**src/rtl/timer_pkg.sv**
```systemverilog
// timer_pkg: definitions shared by the register-mapped timer.
//   - register offsets (byte offset within the 256-byte peripheral window)
//   - CTRL bit indices
//   - AHB transfer size encodings
//   - bus response encodings
//   - lane_mask / merge_lanes helpers for byte-lane writes
package timer_pkg;

    localparam logic [7:0] OFF_CTRL     = 8'h00;
    localparam logic [7:0] OFF_LOAD     = 8'h04;
    localparam logic [7:0] OFF_VALUE    = 8'h08;
    localparam logic [7:0] OFF_PRESCALE = 8'h0C;
    localparam logic [7:0] OFF_STATUS   = 8'h10;
    localparam logic [7:0] OFF_LAST     = OFF_STATUS;

    localparam int CTRL_EN          = 0;
    localparam int CTRL_AUTO_RELOAD = 1;
    localparam int CTRL_IRQ_EN      = 2;
    localparam int CTRL_W           = 3;

    localparam logic [1:0] SIZE_BYTE = 2'b00;
    localparam logic [1:0] SIZE_HALF = 2'b01;
    localparam logic [1:0] SIZE_WORD = 2'b10;
    localparam logic [1:0] SIZE_BAD  = 2'b11;

    localparam logic RESP_OKAY  = 1'b0;
    localparam logic RESP_ERROR = 1'b1;

    // Byte lanes touched by an access of the given size at address bits [1:0].
    function automatic logic [3:0] lane_mask(input logic [1:0] size, input logic [1:0] a);
        logic [3:0] m;
        case (size)
            SIZE_BYTE: m = 4'b0001 << a;
            SIZE_HALF: m = a[1] ? 4'b1100 : 4'b0011;
            SIZE_WORD: m = 4'b1111;
            default:   m = 4'b0000;
        endcase
        return m;
    endfunction

    // Replace the enabled byte lanes of 'old' with those of 'wd'.
    function automatic logic [31:0] merge_lanes(input logic [31:0] old, input logic [31:0] wd,
                                                input logic [3:0] m);
        logic [31:0] r;
        for (int i = 0; i < 4; i++) begin
            r[8*i +: 8] = m[i] ? wd[8*i +: 8] : old[8*i +: 8];
        end
        return r;
    endfunction

endpackage

```
**src/rtl/timer_core.sv**
```systemverilog
// timer_core: prescaler counter, VALUE down counter, reload and expiry.
// Ports:
//   clk_i, rst_i      clock, asynchronous active-high reset
//   en_i              effective enable (already masked by a same-cycle EN clear)
//   auto_reload_i     reload VALUE from load_value_i on expiry
//   prescale_i        prescaler terminal count (0 = tick every cycle)
//   load_i            LOAD register write strobe this cycle
//   load_value_i      LOAD contents as of the next edge (new value when load_i)
//   value_o           current VALUE
//   expire_o          one-cycle pulse: tick seen while VALUE == 0
//   en_clear_o        one-cycle pulse: expiry without auto-reload, EN must drop
module timer_core #(
    parameter int PRESCALE_W = 16
) (
    input  logic                  clk_i,
    input  logic                  rst_i,
    input  logic                  en_i,
    input  logic                  auto_reload_i,
    input  logic [PRESCALE_W-1:0] prescale_i,
    input  logic                  load_i,
    input  logic [31:0]           load_value_i,
    output logic [31:0]           value_o,
    output logic                  expire_o,
    output logic                  en_clear_o
);

    logic [PRESCALE_W-1:0] psc_q, psc_d;
    logic [31:0]           value_q, value_d;
    logic                  tick;

    // A LOAD write restarts the count, so it swallows any tick of the same cycle.
    assign tick = en_i && (psc_q == prescale_i) && !load_i;

    always_comb begin
        psc_d   = psc_q + PRESCALE_W'(1);
        value_d = value_q;
        // Holding the prescaler at 0 while disabled makes an EN 0->1 start from 0.
        if (load_i || !en_i || tick) begin
            psc_d = '0;
        end
        if (load_i) begin
            value_d = load_value_i;
        end else if (tick) begin
            if (value_q != 32'd0) begin
                value_d = value_q - 32'd1;
            end else if (auto_reload_i) begin
                value_d = load_value_i;
            end else begin
                value_d = '0;
            end
        end
    end

    always_ff @(posedge clk_i or posedge rst_i) begin
        if (rst_i) begin
            psc_q   <= '0;
            value_q <= '0;
        end else begin
            psc_q   <= psc_d;
            value_q <= value_d;
        end
    end

    assign value_o    = value_q;
    assign expire_o   = tick && (value_q == 32'd0);
    assign en_clear_o = expire_o && !auto_reload_i;

endmodule

```
**src/rtl/ahb_timer_peripheral.sv**
```systemverilog
// ahb_timer_peripheral: register block of a prescaled 32-bit down-counting timer,
// fed by the AHB slave data-phase strobes.
// Ports:
//   HCLK, HRESET          clock, asynchronous active-high reset
//   peripheral_we/_re     write/read strobes for the current data phase
//   Addr, size, wd_data   byte address, transfer size, lane-aligned write data
//   peripheral_rd_data    combinational read data (0 unless a legal read)
//   peripheral_ready      always 1: every access completes in its own cycle
//   peripheral_response   1 = ERROR for the current access (combinational)
//   timer_irq             EXPIRED & IRQ_EN, from registers only
//
// Handshake: there are no wait states. An access is accepted in the cycle its
// strobe is high; writes commit at the closing HCLK edge, reads and the error
// response are valid combinationally within that same cycle. Ready never looks
// at the strobes because upstream qualifies the strobes with ready.
module ahb_timer_peripheral
    import timer_pkg::*;
#(
    parameter logic [31:0] BASE_ADDR  = 32'h4000_0000,
    parameter int          PRESCALE_W = 16
) (
    input  logic        HCLK,
    input  logic        HRESET,
    input  logic        peripheral_we,
    input  logic        peripheral_re,
    input  logic [31:0] Addr,
    input  logic [1:0]  size,
    input  logic [31:0] wd_data,
    output logic [31:0] peripheral_rd_data,
    output logic        peripheral_ready,
    output logic        peripheral_response,
    output logic        timer_irq
);

    logic [CTRL_W-1:0]     ctrl_q, ctrl_d;
    logic [31:0]           load_q, load_d;
    logic [PRESCALE_W-1:0] prescale_q, prescale_d;
    logic                  expired_q, expired_d;

    logic [31:0] value;
    logic        expire, en_clear, en_eff;

    logic [7:0]  word_off;
    logic [3:0]  mask;
    logic        sel, mapped, misaligned, illegal, wr_ok, rd_ok;
    logic [31:0] reg_word, wr_merged;
    logic        ctrl_wr, load_wr, prescale_wr, status_wr;

    // ---------------- access decode ----------------
    assign word_off   = {Addr[7:2], 2'b00};
    assign sel        = (Addr[31:8] == BASE_ADDR[31:8]);
    assign mapped     = (word_off <= OFF_LAST);
    assign misaligned = ((size == SIZE_HALF) && Addr[0]) ||
                        ((size == SIZE_WORD) && (Addr[1:0] != 2'b00));
    assign illegal    = !sel || !mapped || (size == SIZE_BAD) || misaligned ||
                        (peripheral_we && (word_off == OFF_VALUE));
    assign wr_ok      = peripheral_we && !illegal;
    assign rd_ok      = peripheral_re && !illegal;
    assign mask       = lane_mask(size, Addr[1:0]);

    always_comb begin
        reg_word = '0;
        case (word_off)
            OFF_CTRL:     reg_word = 32'(ctrl_q);
            OFF_LOAD:     reg_word = load_q;
            OFF_VALUE:    reg_word = value;
            OFF_PRESCALE: reg_word = 32'(prescale_q);
            OFF_STATUS:   reg_word = {31'd0, expired_q};
            default:      reg_word = '0;
        endcase
    end

    // Partial writes keep the untouched lanes of the addressed register.
    assign wr_merged   = merge_lanes(reg_word, wd_data, mask);
    assign ctrl_wr     = wr_ok && (word_off == OFF_CTRL);
    assign load_wr     = wr_ok && (word_off == OFF_LOAD);
    assign prescale_wr = wr_ok && (word_off == OFF_PRESCALE);
    assign status_wr   = wr_ok && (word_off == OFF_STATUS);

    // A CTRL write that clears EN discards the tick of the same cycle.
    assign en_eff = ctrl_q[CTRL_EN] && !(ctrl_wr && !wr_merged[CTRL_EN]);

    always_comb begin
        ctrl_d     = ctrl_q;
        load_d     = load_q;
        prescale_d = prescale_q;
        expired_d  = expired_q;
        if (ctrl_wr) begin
            ctrl_d = wr_merged[CTRL_W-1:0];
        end else if (en_clear) begin
            ctrl_d[CTRL_EN] = 1'b0;
        end
        if (load_wr) begin
            load_d = wr_merged;
        end
        if (prescale_wr) begin
            prescale_d = wr_merged[PRESCALE_W-1:0];
        end
        // Expiry takes priority over a same-cycle write-1-to-clear.
        if (expire) begin
            expired_d = 1'b1;
        end else if (status_wr && mask[0] && wd_data[0]) begin
            expired_d = 1'b0;
        end
    end

    always_ff @(posedge HCLK or posedge HRESET) begin
        if (HRESET) begin
            ctrl_q     <= '0;
            load_q     <= '0;
            prescale_q <= '0;
            expired_q  <= 1'b0;
        end else begin
            ctrl_q     <= ctrl_d;
            load_q     <= load_d;
            prescale_q <= prescale_d;
            expired_q  <= expired_d;
        end
    end

    timer_core #(
        .PRESCALE_W (PRESCALE_W)
    ) u_core (
        .clk_i         (HCLK),
        .rst_i         (HRESET),
        .en_i          (en_eff),
        .auto_reload_i (ctrl_q[CTRL_AUTO_RELOAD]),
        .prescale_i    (prescale_q),
        .load_i        (load_wr),
        .load_value_i  (load_d),
        .value_o       (value),
        .expire_o      (expire),
        .en_clear_o    (en_clear)
    );

    // ---------------- bus outputs ----------------
    assign peripheral_ready    = 1'b1;
    assign peripheral_response = (!HRESET && (peripheral_we || peripheral_re) && illegal)
                                 ? RESP_ERROR : RESP_OKAY;
    assign peripheral_rd_data  = (!HRESET && rd_ok) ? reg_word : 32'd0;
    assign timer_irq           = expired_q && ctrl_q[CTRL_IRQ_EN];

endmodule

```
**config.mk**
```make
export PLATFORM = sky130hd
export DESIGN_NAME = ahb_timer_peripheral
export DESIGN_NICKNAME = d
export VERILOG_FILES = /design/src/rtl/timer_pkg.sv /design/src/rtl/timer_core.sv /design/src/rtl/ahb_timer_peripheral.sv
export SDC_FILE = /design/constraint.sdc
export NUM_CORES = 1
export LEC_CHECK = 0
export BUFFER_PORTS_ARGS = -buffer_cell sky130_fd_sc_hd__buf_4
export CORE_ASPECT_RATIO = 0.75
export CORE_UTILIZATION = 35
export CTS_BUF_LIST = sky130_fd_sc_hd__clkbuf_8 sky130_fd_sc_hd__clkbuf_16
export DETAILED_ROUTE_END_ITERATION = 8
export MAX_ROUTING_LAYER = met4
export PLACE_DENSITY = 0.51
export SLEW_MARGIN = 0
export SYNTH_ARGS = -nofsm -noshare
export SYNTH_HDL_FRONTEND = slang
export SYNTH_SLANG_ARGS = --single-unit
```
**constraint.sdc**
```tcl
create_clock -name HCLK -period 6.3 [get_ports HCLK]
set_input_delay 0.63 -clock HCLK [delete_from_list [all_inputs] [get_ports HCLK]]
set_output_delay 0.63 -clock HCLK [all_outputs]
set_load 0.1 [all_outputs]
```
**Word level (Yosys, flattened, before mapping)**

Index checks and enable logic that the tools add are counted.

- $add $sub $neg: 2
- Order comparisons: 1
- Eq/ne operators: 9
- Shifts and indexed selects: 1
- Muxes and demuxes: 19
- Reductions and logical operators: 46

Operators by type and width:

| operator | number |
|---|---|
| $mux 32 | 6 |
| $pmux 32 s5 | 1 |
| $logic_not 32->1 | 1 |
| $mux 8 | 4 |
| $reduce_bool 32->1 | 1 |
| $sub 32x1->32 const B | 1 |
| $eq 24x23->1 const B | 1 |
| $logic_and 1x1->1 | 21 |
| $add 16x1->16 const B | 1 |
| $eq 16x16->1 | 1 |
| $mux 16 | 1 |
| $eq 6x2->1 const B | 2 |
| $pmux 4 s3 | 1 |
| $logic_not 1->1 | 9 |
| $le 8x5->1 const B | 1 |
| $logic_not 8->1 | 1 |
| $logic_or 1x1->1 | 8 |
| $reduce_bool 2->1 | 4 |
| $eq 6x1->1 const B | 1 |
| $eq 6x3->1 const B | 1 |
| $mux 1 | 5 |
| $eq 2x2->1 const B | 2 |
| $mux 4 | 1 |
| $shl 1x2->4 const A | 1 |
| 2 further kinds | 2 |

- Register bits: 100
- Bits of input ports: 70
- Output and inout bits: 35
- Word-level logic and storage cells: 85

**Logic depth before layout (Yosys ltp)**

- Word-level depth: 18
- Depth in mapped cells: 10
- Depth with buffers taken out: 9

**By module**

From an unflattened synthesis, not the netlist that was laid out.

- Cells, all modules: 693
- Area, all modules: 6713.9 um^2

Modules (own cells, without submodules):

| module | times used | cells each | area each (um^2) | sequential area each (um^2) |
|---|---|---|---|---|
| ahb_timer_peripheral | 1 | 313 | 3394.5 | 1301.2 |
| timer_core | 1 | 380 | 3319.4 | 1201.2 |

**Least setup slack after synthesis**

Ideal clock, no wire load.

- Path type: input to output
- Start: in HRESET
- End: out peripheral_rd_data[31]
- Data arrival time: 5850 ps
- Data required time: 5670 ps
- Setup slack: -180 ps
- Stages: 4
- Path buffers: 1
- Cell sequence: inv_1 > nand3_1 > clkbuf_1 > nor3_1

- Word-level cells in the longest chain between the ends: 3

RTL lines:

| element | line | RTL |
|---|---|---|
| from (decl) | ahb_timer_peripheral.sv:23 | `input logic HRESET,` |
| $logic_not 1->1 (no source line) | - |  |
| $logic_and 1x1->1 | ahb_timer_peripheral.sv:140 | `assign peripheral_rd_data = (!HRESET && rd_ok) ? reg_word : 32'd0;` |
| $mux 32 | ahb_timer_peripheral.sv:140 |  |
| to (decl) | ahb_timer_peripheral.sv:29 | `output logic [31:0] peripheral_rd_data,` |

No other way between the ends.

**Worst setup path in the final report**

- Start: in Addr[5]
- End: out peripheral_rd_data[31]

- Word-level cells in the longest chain between the ends: 10
- Elaborated cells between the ends (all ways): 17
- Those cells by class: 1 x order compare; 4 x eq/ne; 2 x mux; 10 x reduce/logical

RTL lines:

| element | line | RTL |
|---|---|---|
| from (decl) | ahb_timer_peripheral.sv:26 | `input logic [31:0] Addr,` |
| $le 8x5->1 | ahb_timer_peripheral.sv:52 | `assign mapped = (word_off <= OFF_LAST);` |
| $logic_not 1->1 | ahb_timer_peripheral.sv:55 | `assign illegal = !sel \|\| !mapped \|\| (size == SIZE_BAD) \|\| misaligned \|\|` |
| $logic_or 1x1->1 (4 in a row) | ahb_timer_peripheral.sv:55 |  |
| $logic_not 1->1 | ahb_timer_peripheral.sv:58 | `assign rd_ok = peripheral_re && !illegal;` |
| $logic_and 1x1->1 | ahb_timer_peripheral.sv:58 |  |
| $logic_and 1x1->1 | ahb_timer_peripheral.sv:140 |  |
| $mux 32 * | ahb_timer_peripheral.sv:140 |  |

Mark *: on every way between the ends. The rest lies on a longest branch, timed or not.

==> run summary <==
For the clock network fraction of total power, the log shows 42.2%. The share of synthesized registers carrying an async set or reset works out to 100%. The net count of the finished layout is 932. Counting cells, the worst reg-to-reg path comes to 8. The maximum buffer depth of the clock tree was 2. The min-delay analysis places its worst path in the category in -> async.

The kind of cell with the highest combined delay along the critical path is simple AND/OR/NAND/NOR gates. Power spread over the standard cell area amounts to 165 nW/um^2. The tools report the startpoint type of the worst setup path as an input port. The count of different cell masters after synthesis is 67, and the post-synthesis sequential element count is 100. Of the total power, combinational logic draws 8.5%.

The flow ran to the end, and the final reports show no timing, DRC or antenna violations. The share of the synthesized area in the top cell type was 37.7%; the post-synthesis average cell area was 8.40 sq um. The number of maximum-capacitance constraint violations was 0; the sequential cell fraction of total power was 49.3%. The internal portion of the total power is 0.991 mW. Routability-driven placement finished with a final weighted congestion of 0.816. At the pin with the least slew margin, the transition time is 1.21 ns. The count of instances resized after the clock tree is built is 0, and the via count of the first global-routing pass is 6,084.

In the global route stage, overall resource usage came out at 23.3%. For the effective utilization at floorplan, the log shows 35.8%. Walking the worst path, the cells encountered are buf_4, nor3_1, and4_1, and4_1, nand3_1, nor3_1, buf_4. After detailed routing, the number of vias per cell comes to 5.65. Before antenna repair, the detailed router went through 5 iterations.

The run gives 43 as the number of rows created at floorplan. The master cell of the clock root buffer was sky130_fd_sc_hd__clkbuf_16. Total number of vias: 6,282.

TritonCTS built the clock tree. For this run, the leading register cell type out of synthesis is sky130_fd_sc_hd__dfrtp_1. The detailed router finished its first iteration with 502 violations. From bottom edge to top edge, the die measures 121 microns.

In this run, synthesis inferred 0 flip-flops with an integrated enable. Port buffering added 103 buffers. The hold violation count in the final report is 0. Between clock sinks in the finished design, the worst skew comes to 0.00600 ns. For the smallest setup slack after layout, the log shows 2.10 ns. The cell with the most instances after synthesis was sky130_fd_sc_hd__dfrtp_1.

The commonest cells after synthesis are sky130_fd_sc_hd__dfrtp_1 (100), sky130_fd_sc_hd__nor2_1 (81), sky130_fd_sc_hd__nand2_1 (74), sky130_fd_sc_hd__o21ai_0 (61), sky130_fd_sc_hd__a21oi_1 (45). The post-route netlist has 19.0% of its cells at a drive strength greater than 1. In this run the horizontal extent of the chip is 161 microns. Number of synthesis warnings: 0. Routed length per instance: 19.2 microns.

The clock net sink count was 100. The largest total area in the synthesized netlist belongs to sky130_fd_sc_hd__dfrtp_1. The initial antenna violation count was 0; the count of buffering cells on the critical path with inverters included was 2. Number of nets with antenna violations after detailed routing: 0.

Setup repair after global routing left no endpoint under its margin. The run gives 0 as the number of hold buffers added after CTS. Global routing finished with a remaining overflow of 0. The logs give 19,500 sq um for the area of the die and 0 for the number of DRC violations after detailed routing. The total nets after synthesis is 862.

Sequential elements use 37.7% of the synthesized area. Across all register-to-register paths, the minimum setup slack is 2.68 ns. Net switching is 23.8% of the power. The worst register-to-register path begins at u_core.value_o[6].

Compared with the post-synthesis result, the final layout area differs by 18.9%. Setup violations remaining at the end of the flow were counted as 0. Wires add up to 21,300 microns. In this run the static leakage power is 3.47 nW. Synthesis produced a netlist whose cell count is 789. In the final timing run, aggregate negative setup slack is 0 ns. At the worst endpoint, the arrival time is 3.57 ns. The H-tree generated during clock tree synthesis spans 3 levels. Counting the fill cells in the layout gives 1,904. The worst-case IR drop observed on VDD is 0.000109 V. For the worst-skew pair, the clock arrives at the later sink with an insertion delay of 0.35 ns. Yosys attributes the largest share of cell area to sky130_fd_sc_hd__dfrtp_1 (38%), sky130_fd_sc_hd__o21ai_0 (4.6%), sky130_fd_sc_hd__nor2_1 (4.6%), sky130_fd_sc_hd__nand2_1 (4.2%), sky130_fd_sc_hd__mux2i_1 (3.8%). The number of antenna diodes in the final layout is 0. The delay of the slowest cell on the worst path is 0.73 ns, and the sum of net half-perimeters after detailed placement is 15,600 microns. At the end of the flow the core is filled with cells to 42.6%. Headroom to the max-slew limit came out at 19.1%. The worst setup path is of the in -> out kind.

Based on the critical path, the design can be clocked at up to 0.238 GHz. The region available for standard cell placement spans 18,500 sq um. Buffers added to address setup during post-CTS repair amount to 0.

Clock-pin slew was measured on the worst setup and hold paths at 0.07 ns. Along the worst path, the maximum fanout reaches 18. The number of pins with negative max-slew slack in the final report is 0. After layout, the worst path uses 66.7% of the clock period.

Summing every instance area after synthesis gives 6630 sq um. The tools report the I/O pin count as 105. At the worst endpoint, the required time is 5.67 ns. Summed over all nets, the switching power comes to 0.309 mW.

OpenSTA, run right after detailed placement, puts the worst setup slack at 2.09 ns. The final critical delay including setup and external delays came out at 4.20 ns. The maximum number of pins on one net before global-route repair is 79.

The capturing point of the worst reg2reg path was u_core.value_o[26]. The worst setup path is captured at an output pin. The first global-routing pass estimated 34,200 microns of wire.

The slowest cell on the critical path is sky130_fd_sc_hd__nand3_1. Counting the buffers created by CTS gives 9.
[flip-flops by register name (all words and copies together), names as in the netlist]
signal          count
expired_q           1
u_core.psc_q       16
load_q             32
u_core.value_o     32
prescale_q         16
ctrl_q              3
[cell type report]
cell class	count	area, sq um	share of cell area, %
Multi-Input combinational cell	621	3870	49.1
Sequential cell	100	2500	31.7
Clock buffer	9	225	2.86
Tap cell	247	309	3.92
Inverter	11	45.0	0.571
Clock inverter	7	61.3	0.778
Timing Repair Buffer	116	871	11.0
[per-layer routing]
layer | GRT usage, % | vias up | routed length [microns]
li1 | - | 3002 | -
met1 | 32.8 | 3069 | 10400
met2 | 35.1 | 201 | 9440
met3 | 4.34 | 10 | 1370
met4 | 4.07 | 0 | 148
met5 | - | - | 0
[power by group through the flow]
stage | clock network (mW) | logic [mW] | registers, mW
6_report | 0.549 | 0.110 | 0.642
5_1_grt | 0.593 | 0.121 | 0.641
2_1_floorplan | 0 | 0.0546 | 0.654
4_1_cts | 0.564 | 0.112 | 0.642
3_5_place_dp | 0 | 0.112 | 0.654
3_3_place_gp | 0 | 0.110 | 0.654
[metrics by stage]
stage / instances / total power, mW / hold slack (ns) / cell area [sq um]
2_1_floorplan: 789 / 0.709 / 0.461 / 6630
5_1_grt: 1111 / 1.36 / 0.360 / 7890
3_5_place_dp: 1095 / 0.766 / 0.491 / 7600
4_1_cts: 1111 / 1.32 / 0.343 / 7890
6_report: 1111 / 1.30 / 0.339 / 7890
3_3_place_gp: 1095 / 0.765 / 0.482 / 7600
[worst max-delay path by stage]
stage / start / end / slack, ns / depth (start not counted)
2_1_floorplan: HRESET / peripheral_rd_data[31] / 1.12 / 4
3_3_place_gp: Addr[5] / peripheral_rd_data[31] / 2.24 / 7
3_5_place_dp: Addr[5] / peripheral_rd_data[31] / 2.09 / 7
4_1_cts: Addr[5] / peripheral_rd_data[31] / 2.09 / 7
5_1_grt: Addr[5] / peripheral_rd_data[31] / 1.85 / 7
6_report: Addr[5] / peripheral_rd_data[31] / 2.10 / 7
[cell families after synthesis]
group	after synthesis	synth area share [%]
simple gates	321	24.3
compound gates	207	19.8
flops	100	37.7
buf+inv	68	4.17
mux	47	7.85
xor+xnor	42	5.55
fa+ha+maj	3	0.566
other cells	1	0.0566
[worst register-to-register path, delay by kind of cell, from the launching register on]
kind            cells  cell delay, ns
flops               1            0.44
buf+inv             1            0.37
compound gates      3            0.51
simple gates        4            2.14
[cells in the final DEF, fill, tap and decap left out, types with 3 or more instances in the layout]
master | netlist | routed
sky130_fd_sc_hd__mux2i_1 | 25 | 25
sky130_fd_sc_hd__a22oi_1 | 25 | 25
sky130_fd_sc_hd__nor3b_1 | 3 | 3
sky130_fd_sc_hd__buf_4 | 1 | 116
sky130_fd_sc_hd__a21o_1 | 7 | 7
sky130_fd_sc_hd__dfrtp_1 | 100 | 100
sky130_fd_sc_hd__ha_1 | 3 | 3
sky130_fd_sc_hd__nand3_1 | 28 | 28
sky130_fd_sc_hd__mux2_2 | 20 | 20
sky130_fd_sc_hd__nand2b_1 | 12 | 12
sky130_fd_sc_hd__a311oi_1 | 3 | 3
sky130_fd_sc_hd__nor3_1 | 31 | 31
sky130_fd_sc_hd__and4_1 | 4 | 4
sky130_fd_sc_hd__o21ai_0 | 61 | 61
sky130_fd_sc_hd__a22o_1 | 12 | 12
sky130_fd_sc_hd__and3_1 | 10 | 10
sky130_fd_sc_hd__nand4_1 | 11 | 11
sky130_fd_sc_hd__a31oi_1 | 9 | 9
sky130_fd_sc_hd__o31ai_1 | 10 | 10
sky130_fd_sc_hd__and2_1 | 8 | 8
sky130_fd_sc_hd__a21oi_1 | 45 | 45
sky130_fd_sc_hd__a211oi_1 | 4 | 4
sky130_fd_sc_hd__nor2_1 | 81 | 81
sky130_fd_sc_hd__nor2b_1 | 19 | 19
sky130_fd_sc_hd__inv_1 | 10 | 12
sky130_fd_sc_hd__xor2_1 | 17 | 17
sky130_fd_sc_hd__o21a_1 | 3 | 3
sky130_fd_sc_hd__clkbuf_16 | 0 | 9
sky130_fd_sc_hd__clkinvlp_4 | 0 | 3
sky130_fd_sc_hd__or3_1 | 8 | 8
sky130_fd_sc_hd__xnor2_1 | 25 | 25
sky130_fd_sc_hd__nand2_1 | 74 | 73
sky130_fd_sc_hd__o21ai_1 | 5 | 5
sky130_fd_sc_hd__nor4_1 | 19 | 19
Note: power is estimated with default switching activity, not from simulation.
